[src/rtl/key_unschedule.sv]
// ============================================================================
// key_unschedule
// ----------------------------------------------------------------------------
// Walks the AES-128 key schedule backwards. It starts from the round-10 key
// and emits one round key per beat on a valid/ready stream, ending at the
// original cipher key (round 0).
//
// Ports (key_unschedule):
//   clk        in   1   rising-edge clock for all state
//   rst        in   1   synchronous, active-high reset
//   start      in   1   begin unscheduling key_last (ignored while busy)
//   key_last   in 128   round-10 key; byte 0 in [7:0], word 0 in [31:0]
//   busy       out  1   high from accepted start until final beat accepted
//   rk_valid   out  1   round_key/round_num carry a valid beat
//   rk_ready   in   1   consumer accepts the beat when rk_valid && rk_ready
//   round_key  out 128  round key, same byte/word order as key_last
//   round_num  out  4   round index of round_key (10..0)
//   done       out  1   one-cycle pulse after the round-0 beat is accepted
//
// Configuration macro: KEY_UNSCHED_LAST_EMIT_EN
//   defined   -> key_last itself is emitted first as round 10 (11 beats)
//   undefined -> first beat is round 9 (10 beats)
//
// Also contains the sbox module (AES forward S-box, combinational).
// ============================================================================

// ----------------------------------------------------------------------------
// sbox: AES forward S-box.
//   in_i   in  8   input byte
//   out_o  out 8   S(in_i)
// The S-box is computed as the GF(2^8) multiplicative inverse (x^254) followed
// by the affine transform. This keeps the source compact and avoids a
// 256-entry table. Zero maps to zero under x^254, which gives S(0)=0x63.
// ----------------------------------------------------------------------------
module sbox (
    input  logic [7:0] in_i,
    output logic [7:0] out_o
);

    // GF(2^8) multiply modulo x^8+x^4+x^3+x+1
    function automatic logic [7:0] gfMul(input logic [7:0] a, input logic [7:0] b);
        logic [7:0] acc;
        logic [7:0] sh;
        acc = 8'h00;
        sh  = a;
        for (int i = 0; i < 8; i++) begin
            if (b[i]) begin
                acc = acc ^ sh;
            end
            sh = {sh[6:0], 1'b0} ^ (sh[7] ? 8'h1b : 8'h00);
        end
        return acc;
    endfunction

    // x^254 = x^2 * x^4 * ... * x^128, built by repeated squaring
    function automatic logic [7:0] gfInv(input logic [7:0] a);
        logic [7:0] pw;
        logic [7:0] acc;
        pw  = gfMul(a, a);
        acc = pw;
        for (int k = 2; k < 8; k++) begin
            pw  = gfMul(pw, pw);
            acc = gfMul(acc, pw);
        end
        return acc;
    endfunction

    logic [7:0] inv;

    assign inv   = gfInv(in_i);
    assign out_o = inv
                 ^ {inv[6:0], inv[7]}
                 ^ {inv[5:0], inv[7:6]}
                 ^ {inv[4:0], inv[7:5]}
                 ^ {inv[3:0], inv[7:4]}
                 ^ 8'h63;

endmodule

module key_unschedule (
    input  logic         clk,
    input  logic         rst,
    input  logic         start,
    input  logic [127:0] key_last,
    output logic         busy,
    output logic         rk_valid,
    input  logic         rk_ready,
    output logic [127:0] round_key,
    output logic [3:0]   round_num,
    output logic         done
);

    typedef enum logic {
        IDLE = 1'b0,
        EMIT = 1'b1
    } state_t;

    state_t       state_q;
    logic [127:0] roundKey_q;
    logic [3:0]   roundNum_q;
    logic [7:0]   rcon_q;
    logic         busy_q;
    logic         rkValid_q;
    logic         done_q;

    logic [127:0] stepSrc;
    logic [31:0]  p3;
    logic [31:0]  subRot;
    logic [127:0] stepKey_d;
    logic [7:0]   rconDown_d;

    // Source of the inverse step. Without the last-key beat, the first beat
    // is already one step below key_last, so key_last feeds the step logic
    // while idle. In every other case the step works on the current beat.
`ifdef KEY_UNSCHED_LAST_EMIT_EN
    assign stepSrc = roundKey_q;
`else
    assign stepSrc = (state_q == IDLE) ? key_last : roundKey_q;
`endif

    // The previous word 3 is needed before it can be fed to RotWord/SubWord.
    assign p3 = stepSrc[127:96] ^ stepSrc[95:64];

    // RotWord followed by SubWord: output byte k = S(p3 byte k+1 mod 4)
    sbox uSbox0 (.in_i(p3[15:8]),  .out_o(subRot[7:0]));
    sbox uSbox1 (.in_i(p3[23:16]), .out_o(subRot[15:8]));
    sbox uSbox2 (.in_i(p3[31:24]), .out_o(subRot[23:16]));
    sbox uSbox3 (.in_i(p3[7:0]),   .out_o(subRot[31:24]));

    // Undo one forward key-expansion round:
    // p3=n3^n2, p2=n2^n1, p1=n1^n0, p0=n0^SubWord(RotWord(p3))^rcon
    assign stepKey_d = {
        p3,
        stepSrc[95:64] ^ stepSrc[63:32],
        stepSrc[63:32] ^ stepSrc[31:0],
        stepSrc[31:0] ^ subRot ^ {24'h0, rcon_q}
    };

    // Inverse xtime in GF(2^8): 0x36 -> 0x1b -> 0x80 -> 0x40 -> ... -> 0x01
    assign rconDown_d = rcon_q[0] ? (((rcon_q ^ 8'h1b) >> 1) | 8'h80)
                                  : (rcon_q >> 1);

    // Single FSM process. In EMIT rk_valid is always high, so rk_ready alone
    // decides acceptance. rcon is re-armed to 0x36 whenever the machine goes
    // idle, so the undefined-macro build can step key_last directly on start.
    always_ff @(posedge clk) begin
        if (rst) begin
            state_q    <= IDLE;
            roundKey_q <= '0;
            roundNum_q <= 4'd0;
            rcon_q     <= 8'h36;
            busy_q     <= 1'b0;
            rkValid_q  <= 1'b0;
            done_q     <= 1'b0;
        end else begin
            done_q <= 1'b0;
            case (state_q)
                IDLE: begin
                    if (start) begin
                        state_q   <= EMIT;
                        busy_q    <= 1'b1;
                        rkValid_q <= 1'b1;
`ifdef KEY_UNSCHED_LAST_EMIT_EN
                        roundKey_q <= key_last;
                        roundNum_q <= 4'd10;
                        rcon_q     <= 8'h36;
`else
                        roundKey_q <= stepKey_d;
                        roundNum_q <= 4'd9;
                        rcon_q     <= rconDown_d;
`endif
                    end
                end
                EMIT: begin
                    if (rk_ready) begin
                        if (roundNum_q == 4'd0) begin
                            state_q   <= IDLE;
                            busy_q    <= 1'b0;
                            rkValid_q <= 1'b0;
                            done_q    <= 1'b1;
                            rcon_q    <= 8'h36;
                        end else begin
                            roundKey_q <= stepKey_d;
                            roundNum_q <= roundNum_q - 4'd1;
                            rcon_q     <= rconDown_d;
                        end
                    end
                end
            endcase
        end
    end

    assign busy      = busy_q;
    assign rk_valid  = rkValid_q;
    assign round_key = roundKey_q;
    assign round_num = roundNum_q;
    assign done      = done_q;

endmodule

[config.mk]
export PLATFORM = sky130hd
export DESIGN_NAME = key_unschedule
export DESIGN_NICKNAME = d
export VERILOG_FILES = /design/src/rtl/key_unschedule.sv
export SDC_FILE = /design/constraint.sdc
export NUM_CORES = 2
export LEC_CHECK = 0
export CORE_MARGIN = 2
export CORE_UTILIZATION = 53
export DETAILED_ROUTE_END_ITERATION = 12
export HOLD_SLACK_MARGIN = 0.15
export PLACE_DENSITY = 0.71
export SETUP_SLACK_MARGIN = 0.3
export SLEW_MARGIN = 20
export SYNTH_ARGS = -nofsm -noshare
export SYNTH_HDL_FRONTEND = slang
export SYNTH_SLANG_ARGS = --single-unit
[constraint.sdc]
create_clock -name clk -period 37.4 [get_ports clk]
set_clock_uncertainty 0.1 [all_clocks]
set_input_delay 3.74 -clock clk [delete_from_list [all_inputs] [get_ports clk]]
set_output_delay 3.74 -clock clk [all_outputs]
set_load 0.005 [all_outputs]
# Word level (Yosys, flattened, before mapping)
# Index checks and enable logic that the tools add are counted.
[totals] n_memories=0 ff_bits=143 mem_bits_rw=0 inputBits=132 word_cells=1519 out_inout_bits=135 latch_bits=0 mem_bits_ro=0
[op_classes] shifts=0 eq_ne=4 magnitude_cmp=0 mux=775 reduce_logical=5 n_div=0 n_mul=0 n_bitwise=728 addsub=1
[op_table] cell="bitwise XOR 8 bit" count=716
[op_table] cell="two-way mux 8 bit" count=420
[op_table] cell="two-way mux 5 bit" count=336
[op_table] cell="two-way mux 128 bit" count=4
[op_table] cell="one-hot mux 128 bit (2 select lines)" count=1
[op_table] cell="bitwise XOR 32 bit" count=4
[op_table] cell="bitwise XOR 32 x 8 -> 32 bit" count=1
[op_table] cell="inverter 4 bit" count=5
[op_table] cell="one-hot mux 8 bit (2 select lines)" count=1
[op_table] cell="two-way mux 4 bit" count=3
[op_table] cell="one-hot mux 4 bit (2 select lines)" count=1
[op_table] cell="two-way mux 1 bit" count=7
[op_table] cell="inequality test 2 bit (second input constant)" count=3
[op_table] cell="AND reduction 3 bit" count=2
[op_table] cell="zero test 4 bit" count=1
[op_table] cell="one-hot mux 1 bit (2 select lines)" count=2
[op_table] cell="subtractor 4 x 1 -> 4 bit (second input constant)" count=1
[op_table] cell="OR reduction 3 bit" count=1
[op_table] cell="inequality test 2 x 1 -> 1 bit (second input constant)" count=1
[op_table] cell="inverter 1 bit" count=2
[op_table] cell="AND reduction 2 bit" count=1

# Depth between registers and ports, before layout
[logic_depth] depth_word=139 ltp_mapped=67 depth_no_buf=56

# Modules after synthesis
# A second synthesis with hierarchy kept.
[hier_totals] hier_cells=8900 area_unflattened_um2=69890.8
[by_module_without_submodules] module="sbox" cells_each=1942 area_each_um2=15220.8 n_inst=4 seq_area_each_um2=0.0
[by_module_without_submodules] module="key_unschedule" cells_each=1132 area_each_um2=9007.4 n_inst=1 seq_area_each_um2=2862.7

# Worst setup path after synthesis
# No wires, ideal clock.
[synth_timing] path_type="input-to-reg" from="input key_last[110]" to="register roundKey_q[6], in the netlist round_key[6]" setup_slack_ns=18.844 setup_time_ns=0.065 stages=63 arrival_ns=18.391 cell_sequence="xnor2_1 mux2_2 buf_2 nand2_1 and2_1 inv_1 clkbuf_1 clkbuf_1 ha_1 inv_1 or3_1 a21oi_1 o21ai_0 a21bo_2 nand2_1 xnor3_1 inv_2 ha_1 (+27 left out) mux4_2 o221a_1 o21a_1 o21ai_1 and3_1 clkbuf_1 nor2_1 or4b_1 nand4b_1 xnor3_1 or3_1 a22oi_1 xnor3_1 xnor3_2 xnor3_1 xnor3_1 mux2_2 nor2_1"
[synth_between] elab_chain_len=135 word_cells_on_any_way=372 classes_between="mux (189); bitwise (183)"
[synth_lines] item="from (decl)" line_no="84" source="input logic [127:0] key_last,"
[synth_lines] item="two-way mux 128 bit *" line_no="118" source="assign stepSrc = (state_q == IDLE) ? key_last : roundKey_q;"
[synth_lines] item="bitwise XOR 32 bit *" line_no="122" source="assign p3 = stepSrc[127:96] ^ stepSrc[95:64];"
[synth_lines] item="bitwise XOR 8 bit / two-way mux 8 bit (equally long branches)" line_no="50, 47"
[synth_lines] item="bitwise XOR 8 bit / two-way mux 5 bit (equally long branches)" line_no="48, 50"
[synth_lines] item="two-way mux 8 bit / bitwise XOR 8 bit (equally long branches)" line_no="47, 50"
[synth_lines] item="bitwise XOR 8 bit" line_no="48" source="acc = acc ^ sh;"
[synth_lines] item="two-way mux 8 bit" line_no="47" source="if (b[i]) begin"
[synth_lines] item="bitwise XOR 8 bit" line_no="48"
[synth_lines] item="(+119 left out)"
[synth_lines] item="bitwise XOR 8 bit" line_no="74" source="^ {inv[4:0], inv[7:5]}"
[synth_lines] item="bitwise XOR 8 bit *" line_no="75" source="^ {inv[3:0], inv[7:4]}"
[synth_lines] item="inverter 4 bit (no source line) *"
[synth_lines] item="bitwise XOR 32 bit *" line_no="136" source="stepSrc[31:0] ^ subRot ^ {24'h0, rcon_q}"
[synth_lines] item="bitwise XOR 32 x 8 -> 32 bit *" line_no="136"
[synth_lines] item="two-way mux 128 bit" line_no="176" source="if (roundNum_q == 4'd0) begin"
[synth_lines] item="two-way mux 128 bit" line_no="175" source="if (rk_ready) begin"
[synth_lines] item="one-hot mux 128 bit (2 select lines) *" line_no="157" source="case (state_q)"
[synth_lines] item="to (signal assigned)" line_no="168" source="roundKey_q <= stepKey_d;"
[synth_lines] item="to (signal assigned)" line_no="183" source="roundKey_q <= stepKey_d;"
[synth_lines] item="to (decl)" line_no="99" source="logic [127:0] roundKey_q;"
# Every way passes the cells marked *; elsewhere a longest branch is shown, timed or not. The select of a mux whose other input is x is not followed.
# A chain may end at the register's enable or synchronous reset.

# Final worst setup path
[layout_timing] from="input key_last[68]" to="register roundKey_q[28], in the netlist round_key[28]"
[layout_between] elab_chain_len=134 word_cells_on_any_way=369 classes_between="mux (187); bitwise (182)"
[layout_lines] item="two-way mux 128 bit *" line_no="118"
[layout_lines] item="bitwise XOR 32 bit *" line_no="122"
[layout_lines] item="bitwise XOR 8 bit" line_no="50" source="sh = {sh[6:0], 1'b0} ^ (sh[7] ? 8'h1b : 8'h00);"
[layout_lines] item="bitwise XOR 8 bit" line_no="48"
[layout_lines] item="two-way mux 8 bit" line_no="47"
[layout_lines] item="bitwise XOR 8 bit" line_no="48"
[layout_lines] item="two-way mux 8 bit" line_no="47"
[layout_lines] item="bitwise XOR 8 bit" line_no="48"
[layout_lines] item="(+118 left out)"
[layout_lines] item="bitwise XOR 8 bit" line_no="73" source="^ {inv[5:0], inv[7:6]}"
[layout_lines] item="bitwise XOR 8 bit" line_no="74"
[layout_lines] item="bitwise XOR 8 bit *" line_no="75"
[layout_lines] item="bitwise XOR 32 bit *" line_no="136"
[layout_lines] item="bitwise XOR 32 x 8 -> 32 bit *" line_no="136"
[layout_lines] item="two-way mux 128 bit" line_no="176"
[layout_lines] item="two-way mux 128 bit" line_no="175"
[layout_lines] item="one-hot mux 128 bit (2 select lines) *" line_no="157"
# Marked as above.

==> out/metrics.yaml <==
status: "finished clean"
synth_enable_flop_cells: 0
cp.arrival_ns: 22.34
area_growth_pct: 8.04
cts-htree-levels: 4
ant_nets: 0
max_slew_margin_pct: 21.9
synth_top_cell_by_area: "xnor2_1"
critPathMaxStageDelay_ns: 0.93
drc_errors: 0
cts_tree: "done"
async_reset_ff_share_pct: 0
drtIter0Drc: 7282
fmax_mhz: 45.3
ys_warn_count: 0
clock_sinks: 143
worstMarginPinSlew_ns: 1.17
clk_pin_slew_ns: 0.09
clock_latency_ns: 0.51
worst_setup_path_start_kind: "primary input"
cts_hold_buf: 0
timing.final.crit_share_pct: 59.0
core_um2: 116000
tns_ns: 0
n_antenna_cell: 0
cts_buffer_depth: 2
criticalPathCategory: "primary input to flip-flop"
fin_crit_ns: 22.06
wl_per_cell_um: 20.7
clock-root-buffer: "clkbuf_16"
initial_core_util_pct: 53.4
synth_seq_cells: 143
place.gp.congestion: 0.978
portBuffers: 266
drive_gt1_share_pct: 7.12
worst-path-max-fanout: 24
synth_ff_type: "dfxtp_1"
grt_max_degree: 87
rsz0062_at_grt: "no"
slowest_stage: "xnor3_1"
synth_nets: 8644
hp-class: "flip-flop to flip-flop"
setup_viol: 0
num_io_pins: 267
grt_pass1_vias: 57200
antenna_found_initial: 4
gr-total-overflow: 0
grt_pass1_wl_um: 326000
hold_viol: 0
die_h_um: 346
post_cts_resized: 0
crit_required_ns: 37.68
via_per_inst: 6.24
cts_inserted_buffers: 17
hpwlAfterDp_um: 153000
seq_area_frac_synth_pct: 4.62
synthDistinctLibCells: 112
netlist.area_leader.share_pct: 23.4
wl_um: 207000
syn_avg_cell_area_um2: 7.30
num_rows: 125
synthesis.area_um2: 62000
synthCells: 8495
die-area_um2: 120000
synthTopCellsByArea: "xnor2_1 23%, xnor3_1 11%, nor2_1 7.6%"
vias: 62400
first_pass_iters: 8
maxCapViolations: 0
critPathMostFrequentCell: "xnor2_1"
end_kind: "flip-flop"
slew_viol_final: 0
grt.total_usage_pct: 33.0
die_w_um: 346
post_cts_buffers: 0
fin_nets: 8606
Yosys cell counts (all sizes together), types with 87 or more instances:
cell and instances:
a21oi 505, a22oi 87, buf 183, clkbuf 384
dfxtp 143, inv 96, mux2i 236, nand2 805
nand3 193, nor2 1266, nor3 233, o21ai 512
o22ai 151, xnor2 1731, xnor3 332, xor2 458
cell families after synthesis:
group / count (synthesis) / synth area share (%)
fa+ha+maj: 18 / 0.359
mux: 308 / 5.28
buf+inv: 675 / 4.50
flops: 143 / 4.62
compound gates: 1904 / 19.4
xor+xnor: 2558 / 45.7
simple gates: 2889 / 20.1
state kept, by name, indices dropped and copies added (netlist names):
signal	flops
rcon_q	8
round_key	128
rk_valid	1
round_num	4
state_q	1
done	1
layout make-up:
class	instances	area, um2
Inverter	108	413
Multi-Input combinational cell	7677	56700
Tap cell	1524	1910
Clock inverter	15	188
Sequential cell	143	2870
Clock buffer	17	425
Fill cell	11000	49200
Timing Repair Buffer	510	4500
worst paths after layout:
check	startpoint	to	slack, ns	depth (start not counted)
worst max-delay path	key_last[68]	round_key[28]	15.34	55
worst min-delay path	round_key[110]	round_key[110]	0.39	2
worst max register to register	state_q	round_key[6]	17.60	54
worst min register to register	round_key[110]	round_key[110]	0.39	2
layout by cell type (no fill, tap or decap), drive strengths merged, types with 21 or more instances in the layout:
cell type	count
a211o	24
a211oi	78
a21o	31
a21oi	505
a221oi	46
a22oi	87
a31oi	64
a32oi	35
and2	44
and3	32
buf	245
clkdlybuf4s50	265
dfxtp	143
inv	104
mux2	68
mux2i	236
nand2	805
nand2b	67
nand3	193
nor2	1266
nor2b	77
nor3	233
nor4	21
o211ai	75
o21a	37
o21ai	512
o221ai	27
o22ai	151
o31ai	28
or2	41
or3	46
xnor2	1731
xnor3	332
xor2	458
xor3	37
critical path: cells and delay by family:
kind	cells	cell delay, ns
buffers and inverters	6	2.08
XOR/XNOR	33	13.31
AO/OA/AOI/OAI	5	0.84
adder cells (fa/ha/maj)	1	0.43
multiplexers	2	0.88
AND/OR/NAND/NOR	8	0.98
through the flow:
| step | instance area, um2 | cells | utilization [%] | worst slack [ns] | hold slack, ns |
|---|---|---|---|---|---|
| global route | 67000 | 9994 | 57.7 | 14.26 | 0.411 |
| detailed placement | 66400 | 9962 | 57.1 | 15.14 | 0.377 |
| finish | 67000 | 9994 | 57.7 | 15.34 | 0.387 |
| floorplan | 62000 | 8495 | - | 18.84 | 0.370 |
| CTS | 67000 | 9994 | 57.6 | 15.56 | 0.389 |
| global placement | 66300 | 9962 | 57.1 | 15.20 | 0.368 |
routing by layer:
| metal | vias to the layer above | global-route usage, % | routed length, um |
|---|---|---|---|
| met3 | 326 | 7.11 | 22700 |
| met1 | 29600 | 46.2 | 88400 |
| li1 | 29300 | - | - |
| met5 | - | 0.160 | 27 |
| met2 | 3096 | 51.1 | 90500 |
| met4 | 4 | 8.59 | 5280 |
Power is not shown: default switching activity piles up to over one toggle a cycle in this logic, so the estimate is an artifact.
